**src/rtl/dsm_pkg.sv**
```systemverilog
// dsm_pkg: shared constants and state encoding for the delta-sigma
// modulator sequencer (dsm_seq) and its helpers.
//   DSM_DW    : default alpha / sample word width
//   DSM_OW    : default oversampling-ratio field width
//   FLUSH_CYC : number of cycles the modulator is held in reset before a run
//   dsm_state_e / ST_* : sequencer state encoding
package dsm_pkg;

    localparam int DSM_DW    = 16;
    localparam int DSM_OW    = 8;
    localparam int FLUSH_CYC = 3;

    // Encoding kept as plain vectors so the sequencer can use them as
    // legacy-style localparam state constants.
    localparam logic [1:0] ST_IDLE  = 2'd0;
    localparam logic [1:0] ST_FLUSH = 2'd1;
    localparam logic [1:0] ST_LOAD  = 2'd2;
    localparam logic [1:0] ST_RUN   = 2'd3;

    typedef enum logic [1:0] {
        S_IDLE  = ST_IDLE,
        S_FLUSH = ST_FLUSH,
        S_LOAD  = ST_LOAD,
        S_RUN   = ST_RUN
    } dsm_state_e;

endpackage

```
**src/rtl/dsm_seq_if.sv**
```systemverilog
// dsm_seq_if: sample stream handshake feeding the sequencer.
//   s_valid : source has a sample on s_data
//   s_data  : sample word (DW bits)
//   s_ready : sequencer accepts the sample on this edge
// Modports: master = sample source, slave = dsm_seq.
interface dsm_seq_if
    import dsm_pkg::*;
#(
    parameter int DW = DSM_DW
) ();

    logic          s_valid;
    logic [DW-1:0] s_data;
    logic          s_ready;

    modport master (output s_valid, output s_data, input s_ready);
    modport slave  (input s_valid, input s_data, output s_ready);

endinterface

```
**src/rtl/dsm_ones_counter.sv**
```systemverilog
// dsm_ones_counter: counts cycles with msb=1 while enabled.
//   clk, reset : clock and synchronous active-high reset
//   clear      : zero the count on the next edge (has priority over enable)
//   enable     : accumulate msb on the next edge
//   msb        : modulator bitstream bit
//   count      : running number of ones since the last clear
module dsm_ones_counter #(
    parameter int CW = 9
) (
    input  logic          clk,
    input  logic          reset,
    input  logic          clear,
    input  logic          enable,
    input  logic          msb,
    output logic [CW-1:0] count
);

    // Per-frame ones accumulator.
    always_ff @(posedge clk) begin
        if (reset) begin
            count <= {CW{1'b0}};
        end else if (clear) begin
            count <= {CW{1'b0}};
        end else if (enable) begin
            count <= count + {{(CW-1){1'b0}}, msb};
        end else begin
            count <= count;
        end
    end

endmodule

```
**src/rtl/dsm_seq.sv**
```systemverilog
// dsm_seq: sequences sample words into a delta-sigma modulator.
// A run starts with a flush (modulator held in reset), then each accepted
// sample is presented on alpha for osr cycles (one frame) while the number
// of ones in the modulator bitstream is counted.
//   clk, reset  : clock, synchronous active-high reset
//   start, stop : run control levels
//   osr         : samples-per-frame, captured on an accepted start (0 -> 1)
//   s_if        : sample stream (slave side)
//   alpha       : registered modulator input word
//   dsm_reset   : registered modulator reset
//   msb         : modulator bitstream
//   busy        : run in progress
//   underrun    : sticky, LOAD starved after at least one frame
//   frame_done  : one-cycle pulse after the last cycle of each frame
//   frame_ones  : ones counted in the most recent frame
module dsm_seq
    import dsm_pkg::*;
#(
    parameter int DW = DSM_DW,
    parameter int OW = DSM_OW
) (
    input  logic          clk,
    input  logic          reset,
    input  logic          start,
    input  logic          stop,
    input  logic [OW-1:0] osr,
    dsm_seq_if.slave      s_if,
    output logic [DW-1:0] alpha,
    output logic          dsm_reset,
    input  logic          msb,
    output logic          busy,
    output logic          underrun,
    output logic          frame_done,
    output logic [OW:0]   frame_ones
);

    localparam logic [OW-1:0] ONE_OW     = {{(OW-1){1'b0}}, 1'b1};
    localparam logic [1:0]    FLUSH_LAST = 2'(FLUSH_CYC - 1);

    logic [1:0]    state_r;
    logic [1:0]    state_nx_s;
    logic [1:0]    flush_cnt_r;
    logic [OW-1:0] cnt_r;
    logic [OW-1:0] osr_q_r;
    logic          stop_seen_r;
    logic          frame_seen_r;
    logic          start_ok_s;
    logic          stop_eff_s;
    logic          last_s;
    logic          ready_s;
    logic          xfer_s;
    logic [OW:0]   ones_count_s;

    // stop is remembered through FLUSH and RUN so a short stop level still
    // ends the run at the next boundary.
    assign start_ok_s = (state_r == ST_IDLE) && start && !stop;
    assign stop_eff_s = stop | stop_seen_r;
    assign last_s     = (state_r == ST_RUN) && (cnt_r == (osr_q_r - ONE_OW));
    assign xfer_s     = s_if.s_valid & ready_s;
    assign s_if.s_ready = ready_s;

    // Ready only where a new sample can be taken; stop blocks any transfer.
    always_comb begin
        ready_s = 1'b0;
        if (stop_eff_s) begin
            ready_s = 1'b0;
        end else if (state_r == ST_LOAD) begin
            ready_s = 1'b1;
        end else if (last_s) begin
            ready_s = 1'b1;
        end else begin
            ready_s = 1'b0;
        end
    end

    // Next-state decode.
    always_comb begin
        state_nx_s = state_r;
        case (state_r)
            ST_IDLE: begin
                if (start_ok_s) state_nx_s = ST_FLUSH;
                else            state_nx_s = ST_IDLE;
            end
            ST_FLUSH: begin
                if (flush_cnt_r == FLUSH_LAST) begin
                    if (stop_eff_s) state_nx_s = ST_IDLE;
                    else            state_nx_s = ST_LOAD;
                end else begin
                    state_nx_s = ST_FLUSH;
                end
            end
            ST_LOAD: begin
                if (stop)        state_nx_s = ST_IDLE;
                else if (xfer_s) state_nx_s = ST_RUN;
                else             state_nx_s = ST_LOAD;
            end
            ST_RUN: begin
                if (last_s) begin
                    if (stop_eff_s)  state_nx_s = ST_IDLE;
                    else if (xfer_s) state_nx_s = ST_RUN;
                    else             state_nx_s = ST_LOAD;
                end else begin
                    state_nx_s = ST_RUN;
                end
            end
            default: state_nx_s = ST_IDLE;
        endcase
    end

    // The frame total includes the msb of the last RUN cycle, which the
    // counter only sees on the same edge it is cleared.
    dsm_ones_counter #(.CW(OW + 1)) u_ones (
        .clk    (clk),
        .reset  (reset),
        .clear  (last_s),
        .enable (state_r == ST_RUN),
        .msb    (msb),
        .count  (ones_count_s)
    );

    // Sequencer registers and registered outputs.
    always_ff @(posedge clk) begin
        if (reset) begin
            state_r      <= ST_IDLE;
            flush_cnt_r  <= 2'd0;
            cnt_r        <= {OW{1'b0}};
            osr_q_r      <= ONE_OW;
            stop_seen_r  <= 1'b0;
            frame_seen_r <= 1'b0;
            alpha        <= {DW{1'b0}};
            dsm_reset    <= 1'b1;
            busy         <= 1'b0;
            underrun     <= 1'b0;
            frame_done   <= 1'b0;
            frame_ones   <= {(OW + 1){1'b0}};
        end else begin
            state_r   <= state_nx_s;
            busy      <= (state_nx_s != ST_IDLE);
            dsm_reset <= (state_nx_s == ST_IDLE) || (state_nx_s == ST_FLUSH);

            if (start_ok_s) begin
                osr_q_r <= (osr == {OW{1'b0}}) ? ONE_OW : osr;
            end else begin
                osr_q_r <= osr_q_r;
            end

            if (state_r == ST_FLUSH) flush_cnt_r <= flush_cnt_r + 2'd1;
            else                     flush_cnt_r <= 2'd0;

            if (state_nx_s == ST_IDLE) begin
                stop_seen_r <= 1'b0;
            end else if (((state_r == ST_FLUSH) || (state_r == ST_RUN)) && stop) begin
                stop_seen_r <= 1'b1;
            end else begin
                stop_seen_r <= stop_seen_r;
            end

            if (state_nx_s == ST_RUN) cnt_r <= xfer_s ? {OW{1'b0}} : (cnt_r + ONE_OW);
            else                      cnt_r <= {OW{1'b0}};

            if (state_nx_s == ST_IDLE) alpha <= {DW{1'b0}};
            else if (xfer_s)           alpha <= s_if.s_data;
            else                       alpha <= alpha;

            if (start_ok_s)  frame_seen_r <= 1'b0;
            else if (last_s) frame_seen_r <= 1'b1;
            else             frame_seen_r <= frame_seen_r;

            // Starved LOAD only counts once a frame has completed in this run.
            if (start_ok_s) begin
                underrun <= 1'b0;
            end else if ((state_r == ST_LOAD) && !stop && !s_if.s_valid && frame_seen_r) begin
                underrun <= 1'b1;
            end else begin
                underrun <= underrun;
            end

            frame_done <= last_s;
            if (last_s) frame_ones <= ones_count_s + {{OW{1'b0}}, msb};
            else        frame_ones <= frame_ones;
        end
    end

endmodule

```
**src/flat_wrapper.sv**
```systemverilog
// flat-port wrapper written by rule: the top's interface ports become plain ports
module dsm_seq_flat import dsm_pkg::*;
#(
    parameter int DW = DSM_DW,
    parameter int OW = DSM_OW
)
  (clk, reset, start, stop, osr, alpha, dsm_reset, msb, busy, underrun, frame_done, frame_ones, s_if_s_valid, s_if_s_data, s_if_s_ready);
  dsm_seq_if #(.DW(DW)) s_if_i ();
  input  logic clk;
  input  logic reset;
  input  logic start;
  input  logic stop;
  input  logic [OW-1:0] osr;
  output logic [DW-1:0] alpha;
  output logic dsm_reset;
  input  logic msb;
  output logic busy;
  output logic underrun;
  output logic frame_done;
  output logic [OW:0] frame_ones;
  input wire logic [$bits(s_if_i.s_valid)-1:0] s_if_s_valid;
  input wire logic [$bits(s_if_i.s_data)-1:0] s_if_s_data;
  output wire logic [$bits(s_if_i.s_ready)-1:0] s_if_s_ready;
  assign s_if_i.s_valid = s_if_s_valid;
  assign s_if_i.s_data = s_if_s_data;
  assign s_if_s_ready = s_if_i.s_ready;
  dsm_seq #(.DW(DW), .OW(OW)) u_core (.clk(clk), .reset(reset), .start(start), .stop(stop), .osr(osr), .s_if(s_if_i), .alpha(alpha), .dsm_reset(dsm_reset), .msb(msb), .busy(busy), .underrun(underrun), .frame_done(frame_done), .frame_ones(frame_ones));
endmodule
```
**config.mk**
```make
export PLATFORM = sky130hd
export DESIGN_NAME = dsm_seq_flat
export DESIGN_NICKNAME = d
export VERILOG_FILES = /design/src/rtl/dsm_pkg.sv /design/src/rtl/dsm_seq_if.sv /design/src/rtl/dsm_ones_counter.sv /design/src/rtl/dsm_seq.sv /design/src/flat_wrapper.sv
export SDC_FILE = /design/constraint.sdc
export NUM_CORES = 1
export LEC_CHECK = 0
export CELL_PAD_IN_SITES_DETAIL_PLACEMENT = 1
export CELL_PAD_IN_SITES_GLOBAL_PLACEMENT = 1
export CORE_UTILIZATION = 39
export DETAILED_ROUTE_END_ITERATION = 8
export PLACE_DENSITY = 0.9
export SLEW_MARGIN = 15
export SYNTH_ARGS = -nofsm -noshare
export SYNTH_HDL_FRONTEND = slang
export SYNTH_HIERARCHICAL = 1
export SYNTH_SLANG_ARGS = --single-unit
```
**constraint.sdc**
```tcl
create_clock -name clk -period 3 [get_ports clk]
set_input_delay 0.6 -clock clk [delete_from_list [all_inputs] [get_ports clk]]
set_output_delay 0.6 -clock clk [all_outputs]
set_load 0.02 [all_outputs]
```
# Word level (Yosys, flattened, before mapping)
# Index checks and enable logic that the tools add are counted.
# word_totals
reg_bits	60
input_bits	30
wordCells	60
# op_classes
add_sub_neg	4
eq_ne	7
muxes	12
bitwise_logic	4
reduce_logical	20
# ops
operator	count
$mux 2	5
$add 9x1->9	1
$add 8x1->8 const B	1
$eq 2x2->1 const B	4
$eq 8x8->1	1
$logic_not 8->1	1
$mux 8	1
$pmux 2 s4	1
$reduce_or 2->1	4
$sub 8x1->8 const B	1
$logic_and 1x1->1	7
$mux 1	5
$eq 2x1->1 const B	2
$logic_not 2->1	2
$reduce_or 3->1	1
$add 2x1->2 const B	1
$logic_not 1->1	2
$logic_or 1x1->1	2
$not 1->1	2
$reduce_bool 2->1	1
$and 1x1->1	1
$or 1x1->1	1

# Longest topological paths before layout
# logic_depth
depth_word	14
mapped_depth	12
ltp_nobuf	8

# Hierarchy
# Netlist, hierarchy kept.
# modules_own_cells
mod	instances	cells_each	area_each_um2	seq_area_each_um2
dsm_seq	1	276	2601.2	1021.0
dsm_ones_counter	1	44	411.6	180.2

# Worst setup path after synthesis
# Ideal clock, no wire load.
# synth_timing
path_kind	reg2out
start	reg u_core.osr_q_r[0]
end	out s_if_s_ready
arrival_time_ns	2.432
t_required_ns	2.400
path_slack_ns	-0.032
stages_incl_launch_ff	12
n_path_buf	3
cell_sequence	dfxtp_1 > buf_2 > inv_1 > ha_1 > o21bai_1 > a2111o_2 > o311ai_4 > o211a_4 > buf_8 > buf_6 > nor2_1 > nor3_1
# synth_via
elab_chain_len	6
# synth_lines
item	line	text
from (decl)	dsm_seq.sv:44	logic [OW-1:0] osr_q_r;
from (signal assigned)	dsm_seq.sv:142	osr_q_r <= (osr == {OW{1'b0}}) ? ONE_OW : osr;
from (signal assigned)	dsm_seq.sv:144	osr_q_r <= osr_q_r;
$sub 8x1->8	dsm_seq.sv:58	assign last_s = (state_r == ST_RUN) && (cnt_r == (osr_q_r - ONE_OW));
$eq 8x8->1	dsm_seq.sv:58	
$logic_and 1x1->1	dsm_seq.sv:58	
$mux 1	dsm_seq.sv:69	end else if (last_s) begin
$mux 1	dsm_seq.sv:67	end else if (state_r == ST_LOAD) begin
$mux 1	dsm_seq.sv:65	if (stop_eff_s) begin
to (decl)	flat_wrapper.sv:23	output wire logic [$bits(s_if_i.s_ready)-1:0] s_if_s_ready;
# No other way between the ends.

# Worst setup path in the final report
# Ends and elaborated chain as after synthesis.

==> metrics <==
status finished clean; worst hold margin 0.414 ns; share of flip-flops with an asynchronous set or reset 0%; Avg Vias per Cell 5.36; Lkg Pwr 1.32 nW; worst relative slew slack 57.1%; flop2flop setup slack 0.37 ns; DRC Markers 0; Peak VDD IR 0.185 mV; setup_tns 0 ns; worst r2r path cells 10; Hold Path End u_core/flush_cnt_r[0]; H-tree levels 3; global route overflow 0; syn_area_per_cell 9.42 um2; Core Util, Final 52.2%; vias 2588; power density over cell area 420 nW/um2; RR Startpoint u_core/osr_q_r[0]; routed wire length 7790 um; crit path DAT 2.29 ns; register area share after synthesis 39.9%; Worst Max-Slew Pin Slew 0.643 ns; Antenna diodes 0; # nets final 416; DIE AREA 8080 um2; fin crit period 2.89 ns; DRT antenna net count 0; Clock Tree Buf Depth 2; TritonRoute pass-1 iters 4; ratio of final minimum period to clock period 96.3%; Hold Crit Depth 1; CTS clk-pin slew, worst paths 0.07 ns; critical path required time 2.40 ns; FP Rows 31; Final Non-Filler Cells 483; r2r endpoint u_core/alpha[5]; Die Y 89.9 um; CP endpoint kind primary output; share of cells above drive strength 1 17.2%; routability congestion estimate 0.774; Die W 89.9 um; FF+latch count, synth 60; unique cell type count in the Yosys netlist 55; vias in the first global route 2713; number of DRC markers in iteration 0 76; initial antenna violation count 0; Setup Crit Path Kind register to primary output; IO Count 60; largest net degree at the start of global routing 39; pre-CTS WS 0.0371 ns; All-Layer GR Usage 20.6%; core area 7370 um2; Hold WC Path Type register to register; yosys warns 6; Port Buffers 59; Min-Delay Startpoint u_core/flush_cnt_r[0]; Fillers 856; dpl cells 467; Fmax 0.346 GHz; Max Cap Viol 0; wire length of the first global-routing pass 13200 um; Layout area overhead 27.7%; syn nets 357; prevailing post-synth register cell dfxtp_1; Final Hold Viols 0; Setup violations, final 0; Final WS setup 0.111 ns; RSZ-0062 raised after global routing no; Synth Cell Area 3010 um2; post-DP HPWL 5580 um; cell count after synthesis 320; Initial Util 40.9%; EDFF count, synth 0; fin. max-slew vios 0; TritonCTS Buffers 9; Worst Skew 0.00803 ns; Critical Path Fanout Max 4; CTS tree done; CTS sink cnt 60; Critical Path Start Type register; Hold Buf Count CTS 0; clk root buf clkbuf_8; clk_lat worst skew 0.33 ns; post-DR wirelength/cell 16.1 um
-- metal layers --
layer  wire, um  GRT usage [%]  vias to the layer above
li1           -              -                     1271
met1       3480           24.3                     1239
met2       3900           36.5                       66
met3        284           3.72                       12
met4        126           8.87                        0
met5          0              0                        -
-- final cells by class --
type	count	area (um2)	area share [%]
clock buffers	11	141	3.67
repair buffers	72	691	17.9
clock inverters	5	27.5	0.715
multi-input cells	231	1650	42.8
well taps	99	124	3.22
inverters	5	18.8	0.488
flip-flops and latches	60	1200	31.2
-- state kept, by name (all words and copies together), names as in the netlist, 2 cells and up --
register / cells
u_core/alpha: 16
u_core/frame_ones: 9
u_core/u_ones/count: 9
u_core/cnt_r: 8
u_core/osr_q_r: 8
u_core/flush_cnt_r: 2
u_core/state_r: 2
-- layout by cell type, fill, tap and decap left out, drive strengths merged, types with 3 or more instances in the layout --
cell type      count
a211oi            26
nor2              36
clkinv             4
inv                5
buf               15
o21ai             18
nor4               3
or3                3
dfxtp             60
clkdlybuf4s50     57
mux2i              4
xnor2              8
o211ai            16
a21oi             15
clkbuf            11
xor2              16
nand3             10
ha                 7
nand4              3
o31ai              4
nor3               7
nand2             26
o21a               3
-- synthesized netlist by cell type, types with 8 or more instances --
library cell  instances  share of area (%)
xnor2_1               8                2.3
a21oi_1              15                2.5
xor2_1               16                4.7
a211oi_1             15                3.7
o21ai_0              17                2.8
nand2_1              26                3.2
a211oi_2             11                4.6
clkbuf_1              8                1.0
buf_2                 9                1.5
dfxtp_1              60                 40
o211ai_2              9                3.7
nand3_1              10                1.7
nor2_1               36                4.5
-- report_power, final --
group / internal [W] / total (W) / switching, W
logic: 0.0000832 / 0.000173 / 0.0000902
registers: 0.000805 / 0.000815 / 0.00000985
clock network: 0.000316 / 0.000628 / 0.000312
-- through the flow --
stage | instance area, um2 | total power (W)
after floorplan | 3020 | 0.000930
after global placement | 3680 | 0.000999
after detailed placement | 3680 | 0.00101
after CTS | 3850 | 0.00164
after global routing | 3850 | 0.00169
final | 3850 | 0.00162
-- kinds of logic after synthesis --
kind of cell | after synthesis | synth area share [%]
flops | 60 | 39.9
mux | 4 | 1.33
xor+xnor | 24 | 6.98
fa+ha+maj | 7 | 2.91
compound gates | 92 | 25.4
buf+inv | 29 | 5.77
simple gates | 104 | 17.8
-- how the worst max path moves through the flow --
stage	from	end	slack, ns	cells after the start
6_report	u_core/osr_q_r[0]	s_if_s_ready	0.11	9
5_1_grt	u_core/osr_q_r[0]	s_if_s_ready	0.03	9
4_1_cts	u_core/osr_q_r[0]	s_if_s_ready	0.1	9
3_5_place_dp	u_core/osr_q_r[0]	s_if_s_ready	0.04	9
3_3_place_gp	u_core/osr_q_r[0]	s_if_s_ready	0.09	9
2_1_floorplan	u_core/osr_q_r[0]	s_if_s_ready	0.14	11
-- worst max-delay path, stage by stage (launching register included) --
cell and delay (ns):
dfxtp_1 0.33, inv_1 0.05, ha_1 0.23, o21bai_1 0.17, a2111o_2 0.50, o311ai_4 0.10, o211a_4 0.22, nor2_1 0.05
nor3_2 0.09, buf_2 0.20
-- what timing repair did --
| item | in CTS | in global routing |
|---|---|---|
| setup buffers | 0 | 0 |
| gates resized for setup | 4 | 0 |
| setup endpoints to repair | 1 | 0 |
Note: power is estimated with default switching activity, not from simulation.
